### src/rtl/spi_adc_sequencer.sv
// Purpose : sequences amplifier-gain writes and periodic ADC conversions on the
//           preamp/ADC SPI segment and presents captured samples downstream.
// Latency : sample_valid rises one cycle after the cycle spi_init_done is high;
//           Init rises two cycles after a tick or gain request is taken.
// Backpr. : one-deep valid/ready output register; a capture that meets an
//           unconsumed sample is dropped and flags overrun (sticky).
// Ports   : clk/rst (async active-low); enable, gain_update control;
//           spi_init/spi_amp_adc/spi_init_done/spi_data to the SPI segment;
//           sample_data/sample_valid/sample_ready downstream;
//           busy, overrun, timeout_err status.
module spi_adc_sequencer #(
  parameter int SAMPLE_DIV   = 1000,
  parameter int DONE_TIMEOUT = 255,
  parameter int CNT_W        = 16
) (
  input  logic       clk,
  input  logic       rst,
  input  logic       enable,
  input  logic       gain_update,
  output logic       spi_init,
  output logic       spi_amp_adc,
  input  logic       spi_init_done,
  input  logic [7:0] spi_data,
  output logic [7:0] sample_data,
  output logic       sample_valid,
  input  logic       sample_ready,
  output logic       busy,
  output logic       overrun,
  output logic       timeout_err
);

  typedef enum logic [2:0] {
    IDLE, AMP_SETUP, AMP_RUN, WAIT_TICK, ADC_SETUP, ADC_RUN
  } state_t;

  localparam logic [CNT_W-1:0] SAMP_LAST = CNT_W'(SAMPLE_DIV - 1);
  localparam logic [CNT_W-1:0] TMO_LAST  = CNT_W'(DONE_TIMEOUT - 1);

  state_t           state;
  logic [CNT_W-1:0] samp_cnt;
  logic [CNT_W-1:0] tmo_cnt;
  logic             gain_pending;
  logic             tick_pending;

  logic in_run, tick_now, run_tmo, run_end, capture;
  logic to_idle, take_gain, take_tick, drop_tick, drop_sample, start;

  assign in_run      = (state == AMP_RUN) || (state == ADC_RUN);
  assign tick_now    = (state != IDLE) && (samp_cnt == SAMP_LAST);
  // A done on the final allowed cycle still counts as a completion.
  assign run_tmo     = in_run && !spi_init_done && (tmo_cnt == TMO_LAST);
  assign run_end     = in_run && (spi_init_done || (tmo_cnt == TMO_LAST));
  assign capture     = (state == ADC_RUN) && spi_init_done;
  assign start       = (state == IDLE) && enable;
  assign to_idle     = (state == WAIT_TICK) && !enable;
  assign take_gain   = (state == WAIT_TICK) && enable && gain_pending;
  assign take_tick   = (state == WAIT_TICK) && enable && !gain_pending && tick_pending;
  // A tick landing on a still-pending tick is lost, unless that pending one
  // is being consumed this very cycle.
  assign drop_tick   = tick_now && tick_pending && !take_tick && !to_idle;
  assign drop_sample = capture && sample_valid && !sample_ready;

  always_ff @(posedge clk or negedge rst) begin
    if (!rst) begin
      state        <= IDLE;
      spi_init     <= 1'b0;
      spi_amp_adc  <= 1'b0;
      sample_data  <= 8'h00;
      sample_valid <= 1'b0;
      busy         <= 1'b0;
      overrun      <= 1'b0;
      timeout_err  <= 1'b0;
      samp_cnt     <= '0;
      tmo_cnt      <= '0;
      gain_pending <= 1'b0;
      tick_pending <= 1'b0;
    end else begin
      // Sample-rate counter free-runs whenever the sequencer is active.
      if (state == IDLE || samp_cnt == SAMP_LAST) begin
        samp_cnt <= '0;
      end else begin
        samp_cnt <= samp_cnt + CNT_W'(1);
      end

      // Timeout counter only lives inside a transaction.
      if (in_run) begin
        tmo_cnt <= tmo_cnt + CNT_W'(1);
      end else begin
        tmo_cnt <= '0;
      end

      // Pending requests; a new request in the consume cycle wins.
      if (state == IDLE || to_idle) begin
        gain_pending <= 1'b0;
        tick_pending <= 1'b0;
      end else begin
        if (gain_update) begin
          gain_pending <= 1'b1;
        end else if (take_gain) begin
          gain_pending <= 1'b0;
        end
        if (tick_now) begin
          tick_pending <= 1'b1;
        end else if (take_tick) begin
          tick_pending <= 1'b0;
        end
      end

      // Output register: replace when empty or draining this cycle.
      if (capture) begin
        if (!sample_valid || sample_ready) begin
          sample_data  <= spi_data;
          sample_valid <= 1'b1;
        end
      end else if (sample_valid && sample_ready) begin
        sample_valid <= 1'b0;
      end

      // Sticky status, cleared only when a new run starts.
      if (start) begin
        overrun <= 1'b0;
      end else if (drop_tick || drop_sample) begin
        overrun <= 1'b1;
      end
      if (start) begin
        timeout_err <= 1'b0;
      end else if (run_tmo) begin
        timeout_err <= 1'b1;
      end

      case (state)
        IDLE: begin
          spi_init <= 1'b0;
          busy     <= 1'b0;
          if (enable) begin
            state       <= AMP_SETUP;
            spi_amp_adc <= 1'b0;
            busy        <= 1'b1;
          end
        end
        // Setup cycles hold AMP_ADC steady for a cycle before Init rises.
        AMP_SETUP: begin
          state    <= AMP_RUN;
          spi_init <= 1'b1;
        end
        ADC_SETUP: begin
          state    <= ADC_RUN;
          spi_init <= 1'b1;
        end
        AMP_RUN, ADC_RUN: begin
          if (run_end) begin
            state    <= WAIT_TICK;
            spi_init <= 1'b0;
            busy     <= 1'b0;
          end
        end
        WAIT_TICK: begin
          if (!enable) begin
            state <= IDLE;
          end else if (gain_pending) begin
            state       <= AMP_SETUP;
            spi_amp_adc <= 1'b0;
            busy        <= 1'b1;
          end else if (tick_pending) begin
            state       <= ADC_SETUP;
            spi_amp_adc <= 1'b1;
            busy        <= 1'b1;
          end
        end
        default: begin
          state    <= IDLE;
          spi_init <= 1'b0;
          busy     <= 1'b0;
        end
      endcase
    end
  end

endmodule

### config.mk
export PLATFORM = sky130hd
export DESIGN_NAME = spi_adc_sequencer
export DESIGN_NICKNAME = d
export VERILOG_FILES = /design/src/rtl/spi_adc_sequencer.sv
export SDC_FILE = /design/constraint.sdc
export NUM_CORES = 1
export LEC_CHECK = 0
export ABC_AREA = 1
export CAP_MARGIN = 20
export CELL_PAD_IN_SITES_DETAIL_PLACEMENT = 1
export CELL_PAD_IN_SITES_GLOBAL_PLACEMENT = 2
export CORE_UTILIZATION = 34
export CTS_BUF_LIST = sky130_fd_sc_hd__clkbuf_4
export DETAILED_ROUTE_END_ITERATION = 10
export HOLD_SLACK_MARGIN = 0.1
export PLACE_DENSITY = 0.81
export SETUP_SLACK_MARGIN = 0.02
export SLEW_MARGIN = 10
export SYNTH_ARGS = -nofsm -noshare
export SYNTH_HDL_FRONTEND = slang
export SYNTH_SLANG_ARGS = --single-unit
### constraint.sdc
create_clock -name clk -period 1.7 [get_ports clk]
set_clock_uncertainty 0.05 [all_clocks]
set_input_delay 0.255 -clock clk [delete_from_list [all_inputs] [get_ports clk]]
set_output_delay 0.255 -clock clk [all_outputs]
set_load 0.02 [all_outputs]
Word level (Yosys, flattened, before mapping) --
Index checks and enable logic that the tools add are counted.
Storage, ports and cells: register bits after elaboration 51, bits in latches 0, RAM bits 0, bits in read-only memories 0, output and inout bits 14, word-level logic and storage cells 107, memories 0
Operators by class: $add $sub $neg 2, $mul 0, divide/modulo/power cells 0, $lt $le $gt $ge 0, eq/ne operators 13, shifts and indexed selects 0, muxes and demuxes 32, bitwise operators 2, reductions and logical operators 46
Operators with widths (count):
- $add 16x1->16 const B | 2
- $mux 16 | 2
- $mux 1 | 21
- $logic_and 1x1->1 | 17
- $eq 16x10->1 const B | 1
- $eq 16x8->1 const B | 1
- $mux 3 | 5
- $pmux 3 s5 | 1
- $reduce_bool 3->1 | 3
- $reduce_and 4->1 | 2
- $reduce_bool 2->1 | 4
- $logic_not 1->1 | 7
- $eq 3x2->1 const B | 2
- $eq 3x3->1 const B | 2
- $logic_or 1x1->1 | 6
- $ne 2x2->1 const B | 3
- $reduce_and 2->1 | 3
- $ne 4x4->1 const B | 1
- $pmux 1 s4 | 1
- $reduce_or 2->1 | 2
- $eq 3x1->1 const B | 1
- $logic_not 3->1 | 1
- $ne 3x3->1 const B | 1
- $pmux 1 s3 | 1
- 4 further kinds | 5

Longest topological paths before layout --
depth after elaboration 10, depth in mapped cells 9, mapped depth without buffers 9

Worst setup path after synthesis --
Ideal clock, no wire load.
path type register to register, from register samp_cnt[0], to register samp_cnt[9], library setup time 0.119 ns, arrival 1.252 ns, required time 1.531 ns, path slack 0.279 ns, stages on the path, launching flop included 8, path buffers 1, cells stage by stage dfrtp_1 ha_1 nand2_1 nor2_1 nand2_1 o21ai_4 buf_6 nor2_1
On the way: word-level cells in the longest chain between the ends 3
Ends and longest elaborated chain:
- start, declared | line 40 | logic [CNT_W-1:0] samp_cnt;
- start signal, assigned | line 82 | samp_cnt <= samp_cnt + CNT_W'(1);
- branches (longest 2 deep; another with $add 16x1->16)
- $mux 16 (*) | line 79 | if (state == IDLE || samp_cnt == SAMP_LAST) begin
Every way passes the cells marked *. A chain may end at the register's enable or synchronous reset.

Final worst setup path --
from register samp_cnt[0], to register overrun
On the way: word-level cells in the longest chain between the ends 7
Ends and longest elaborated chain:
- $eq 16x10->1 | line 49 | assign tick_now = (state != IDLE) && (samp_cnt == SAMP_LAST);
- $logic_and 1x1->1 | line 49
- $logic_and 1x1->1 (3 in series) | line 60 | assign drop_tick = tick_now && tick_pending && !take_tick && !to_idle;
- $logic_or 1x1->1 | line 122 | end else if (drop_tick || drop_sample) begin
- $reduce_bool 2->1 (no line)
- end signal, assigned | line 71 | overrun <= 1'b0;
- end signal, assigned | line 121 | overrun <= 1'b0;
- end signal, assigned | line 123 | overrun <= 1'b1;
- end, declared | line 28 | output logic overrun,
Every way passes these cells.

==> metrics.log <==
INFO  metric run_status = finished clean
INFO  metric timing_worst_setup_path_type = flip-flop to flip-flop
INFO  metric boundary_pins = 28
INFO  metric start_kind = flip-flop
INFO  metric synthArstFlopShare = 1.00
INFO  metric detailedRoute.firstIterationViolations = 57
INFO  metric ant_nets = 0
INFO  metric finalCritPeriodShare = 0.910
INFO  metric hold_viol_final = 0
INFO  metric post_drt_via_cell_ratio = 4.73
INFO  metric tritoncts = yes
INFO  metric syn_area = approximately 2700 um^2
INFO  metric maximum_number_of_pins_on_one_net_before_global_route_repair = 52
INFO  metric num_antenna_cells = 0
INFO  metric number_of_standard_cells_after_synthesis = between 300 and 400
INFO  metric critPathTopFamily = simple AND/OR/NAND/NOR gates
INFO  metric worstPathCellList = ha_1, nand2_2, nor2_1, nand2_1, nor2_1, nand3_1, a21oi_1
INFO  metric synth_top_area_share = 0.466
INFO  metric drv_slew = 0
INFO  metric grt.total_usage = 0.175
INFO  metric coreArea = 7770 um^2
INFO  metric wl_per_cell = 13.4 um
INFO  metric crit_path_frequent_cell = sky130_fd_sc_hd__nor2_1
INFO  metric routed-via-count = 2403
INFO  metric io_buffers = 27
INFO  metric yosys.cell_count.top_type = sky130_fd_sc_hd__nand2_1
INFO  metric grt_first_pass_wirelength = roughly 12000 um
INFO  metric synthesis.yosys.warnings = 0
INFO  metric drt_first_pass_iters = 4
INFO  metric fmaxAchievable = 0.647 GHz
INFO  metric die_h = around 92 um
INFO  metric drt_wl_total = 6810 um
INFO  metric relative_slew_slack = 0.750
INFO  metric worstPathRequired = 1.95 ns
INFO  metric htreeDepth = 2
INFO  metric worst-endpoint-arrival = 1.80 ns
INFO  metric tritoncts_num_sinks = 51
INFO  metric final.setup.tns = 0 ns
INFO  metric p_leak = 0.00163 uW
INFO  metric grt_pass1_vias = 2487
INFO  metric finalSetupViolations = 0
INFO  metric timing.critical_path.to_type = flip-flop
INFO  metric post-route-drc-count = 0
INFO  metric final_cells = 508
INFO  metric max_cap_viol_count = 0
INFO  metric cp_peak_stage_delay = 0.41 ns
INFO  metric finish.net_count = ~420
INFO  metric min_period = 1.55 ns
INFO  metric fp-row-count = 32
INFO  metric syn_to_final_growth = 19.8%
INFO  metric detailed_place_hpwl = between 5000 and 6000 um
INFO  metric place_inst = 499
INFO  metric worst_hold_slack = about 0.31 ns
INFO  metric final_util = 0.423
INFO  metric ys.flop_type = sky130_fd_sc_hd__dfrtp_1
INFO  metric clk_pin_slew = 0.16 ns
INFO  metric synth_enable_flop_cells = 0
INFO  metric post_route_cells_drive_above_1_share = 0.0961
INFO  metric cts_root_buffer = sky130_fd_sc_hd__clkbuf_4
INFO  metric cts_made_buffers = 5
INFO  metric gr-total-overflow = 0
INFO  metric overall_die_area = around 8400 um^2
INFO  metric globalplace.congestion = ~0.78
INFO  metric critPathMaxFanout = 5
INFO  metric grt_antenna_before_repair = 0
INFO  metric synthTopCellsByArea = sky130_fd_sc_hd__dfrtp_1 47%, sky130_fd_sc_hd__nand2_1 13%, sky130_fd_sc_hd__nor2_1 9.0%
INFO  metric critical_path_depth = 7
INFO  metric clk_latency = 0.37 ns
INFO  metric cpMaxStageDelayCell = sky130_fd_sc_hd__dfrtp_1
INFO  metric die_width = about 90 um
INFO  metric mappedNetlistNets = 380
INFO  metric power_density = 1130 nW/um^2
INFO  metric netlist-cell-type-count = 29
INFO  metric timing.critical_path.buf_inv = 0
INFO  metric setup_repair_after_global_routing_missed_its_margin = true
INFO  metric synth-seq-cells = 51
INFO  metric worstMarginPinSlew = 0.372 ns
INFO  metric initial_util = 0.353
INFO  metric worst_ir_drop_vdd = 0.370 mV
INFO  metric clock_tree.buffer_depth = 2
INFO  metric class_of_the_tightest_hold_or_removal_check = primary input to async pin
INFO  metric synth_seq_area_share = 0.466
INFO  metric worstRegToRegCells = 7
INFO  metric yosysTopAreaCell = sky130_fd_sc_hd__dfrtp_1
INFO  metric synth_top_cells_by_count = 98 x sky130_fd_sc_hd__nand2_1, 66 x sky130_fd_sc_hd__nor2_1, 51 x sky130_fd_sc_hd__dfrtp_1
INFO  metric postCtsSetupRepairBufs = 0
INFO  metric average_size_of_a_mapped_cell = around 7.6 um^2
==> flip-flops by register name (all words and copies together), names as in the netlist <==
| register | cells |
|---|---|
| tick_pending | 1 |
| spi_init | 1 |
| sample_valid | 1 |
| gain_pending | 1 |
| state | 3 |
| sample_data | 8 |
| overrun | 1 |
| samp_cnt | 16 |
| timeout_err | 1 |
| spi_amp_adc | 1 |
| tmo_cnt | 16 |
| busy | 1 |
==> routing by layer <==
layer | track usage | vias up | routed length (um)
met3 | 0.0332 | 6 | 144
met1 | 0.241 | 1147 | 3490
met4 | 0.0443 | 0 | 75
li1 | - | 1230 | -
met5 | 0 | - | 0
met2 | 0.283 | 20 | 3100
==> worst register-to-register path: cells and delay by family (launching register included) <==
kind	cells	cell delay, ns
DFF	1	0.41
adders and majority gates	1	0.23
AOI/OAI and AO/OA	1	0.13
and+or+nand+nor	5	0.67
==> path summary, 6_finish.rpt <==
kind                                              end  slack, ns                       start
min in group clk           sample_data[0]$_DFFE_PN0P_       0.39                 spi_data[0]
max in group asynchronous    sample_valid$_DFFE_PN0P_       1.01                         rst
min                              tmo_cnt[9]$_DFF_PN0_       0.31                         rst
max                               overrun$_DFFE_PN0P_       0.15       samp_cnt[0]$_DFF_PN0_
min reg2reg                sample_data[6]$_DFFE_PN0P_       0.43  sample_data[6]$_DFFE_PN0P_
max reg2reg                       overrun$_DFFE_PN0P_       0.15       samp_cnt[0]$_DFF_PN0_
==> repair_timing <==
| item | 4_1_cts | 5_1_grt |
|---|---|---|
| setup endpoints to repair | 7 | 22 |
| resized for setup | 7 | 9 |
| pin swaps | 0 | 0 |
| hold buffers | 1 | 0 |
| hold endpoints to repair | 51 | 0 |
==> power breakdown <==
group	switching [uW]	internal (uW)
clock network	379	170
logic	976	590
registers	190	1420
==> area by class of cell <==
type / instances / area (um^2)
multi-input cells: 267 / 1290
clock buffers: 6 / 45.0
inverters: 44 / 170
flip-flops and latches: 51 / 1280
clock inverters: 2 / 7.51
fillers: 987 / 4480
well taps: 102 / 128
repair buffers: 36 / 369
==> per-stage QoR <==
stage | area (um^2) | total power, uW | setup slack [ns]
floorplan | 2740 | 2630 | 0.279
global placement | 3210 | 3240 | 0.0818
detailed placement | 3210 | 3270 | 0.0266
CTS | 3260 | 3800 | 0.0266
global route | 3280 | 4020 | 0.0127
finish | 3280 | 3730 | 0.154
==> cells in the final DEF (no fill, tap or decap), types with 2 or more instances in the layout <==
cell type	instances
sky130_fd_sc_hd__nand3_1	26
sky130_fd_sc_hd__nand2_4	3
sky130_fd_sc_hd__nand2_2	3
sky130_fd_sc_hd__dlymetal6s2s_1	7
sky130_fd_sc_hd__ha_1	3
sky130_fd_sc_hd__o21ai_1	5
sky130_fd_sc_hd__o21ai_0	8
sky130_fd_sc_hd__dlygate4sd2_1	7
sky130_fd_sc_hd__clkinv_1	3
sky130_fd_sc_hd__nand2_1	97
sky130_fd_sc_hd__nor2_2	4
sky130_fd_sc_hd__xor2_1	7
sky130_fd_sc_hd__nor2_1	65
sky130_fd_sc_hd__nand3_2	2
sky130_fd_sc_hd__inv_1	37
sky130_fd_sc_hd__a21oi_1	14
sky130_fd_sc_hd__clkbuf_4	6
sky130_fd_sc_hd__nor3_2	3
sky130_fd_sc_hd__clkdlybuf4s50_1	12
sky130_fd_sc_hd__nor3_1	12
sky130_fd_sc_hd__buf_12	2
sky130_fd_sc_hd__buf_4	6
sky130_fd_sc_hd__dfrtp_1	51
sky130_fd_sc_hd__inv_2	5
sky130_fd_sc_hd__nand4_1	7
==> cells by family (layout without fill, tap and decap cells) <==
family | Yosys count | after routing | synth area share
buf+inv | 45 | 88 | 0.0662
xor+xnor | 8 | 8 | 0.0256
fa+ha+maj | 3 | 3 | 0.0137
simple gates | 225 | 225 | 0.366
flops | 51 | 51 | 0.466
compound gates | 31 | 31 | 0.0634
(Power assumes the default switching activity.)
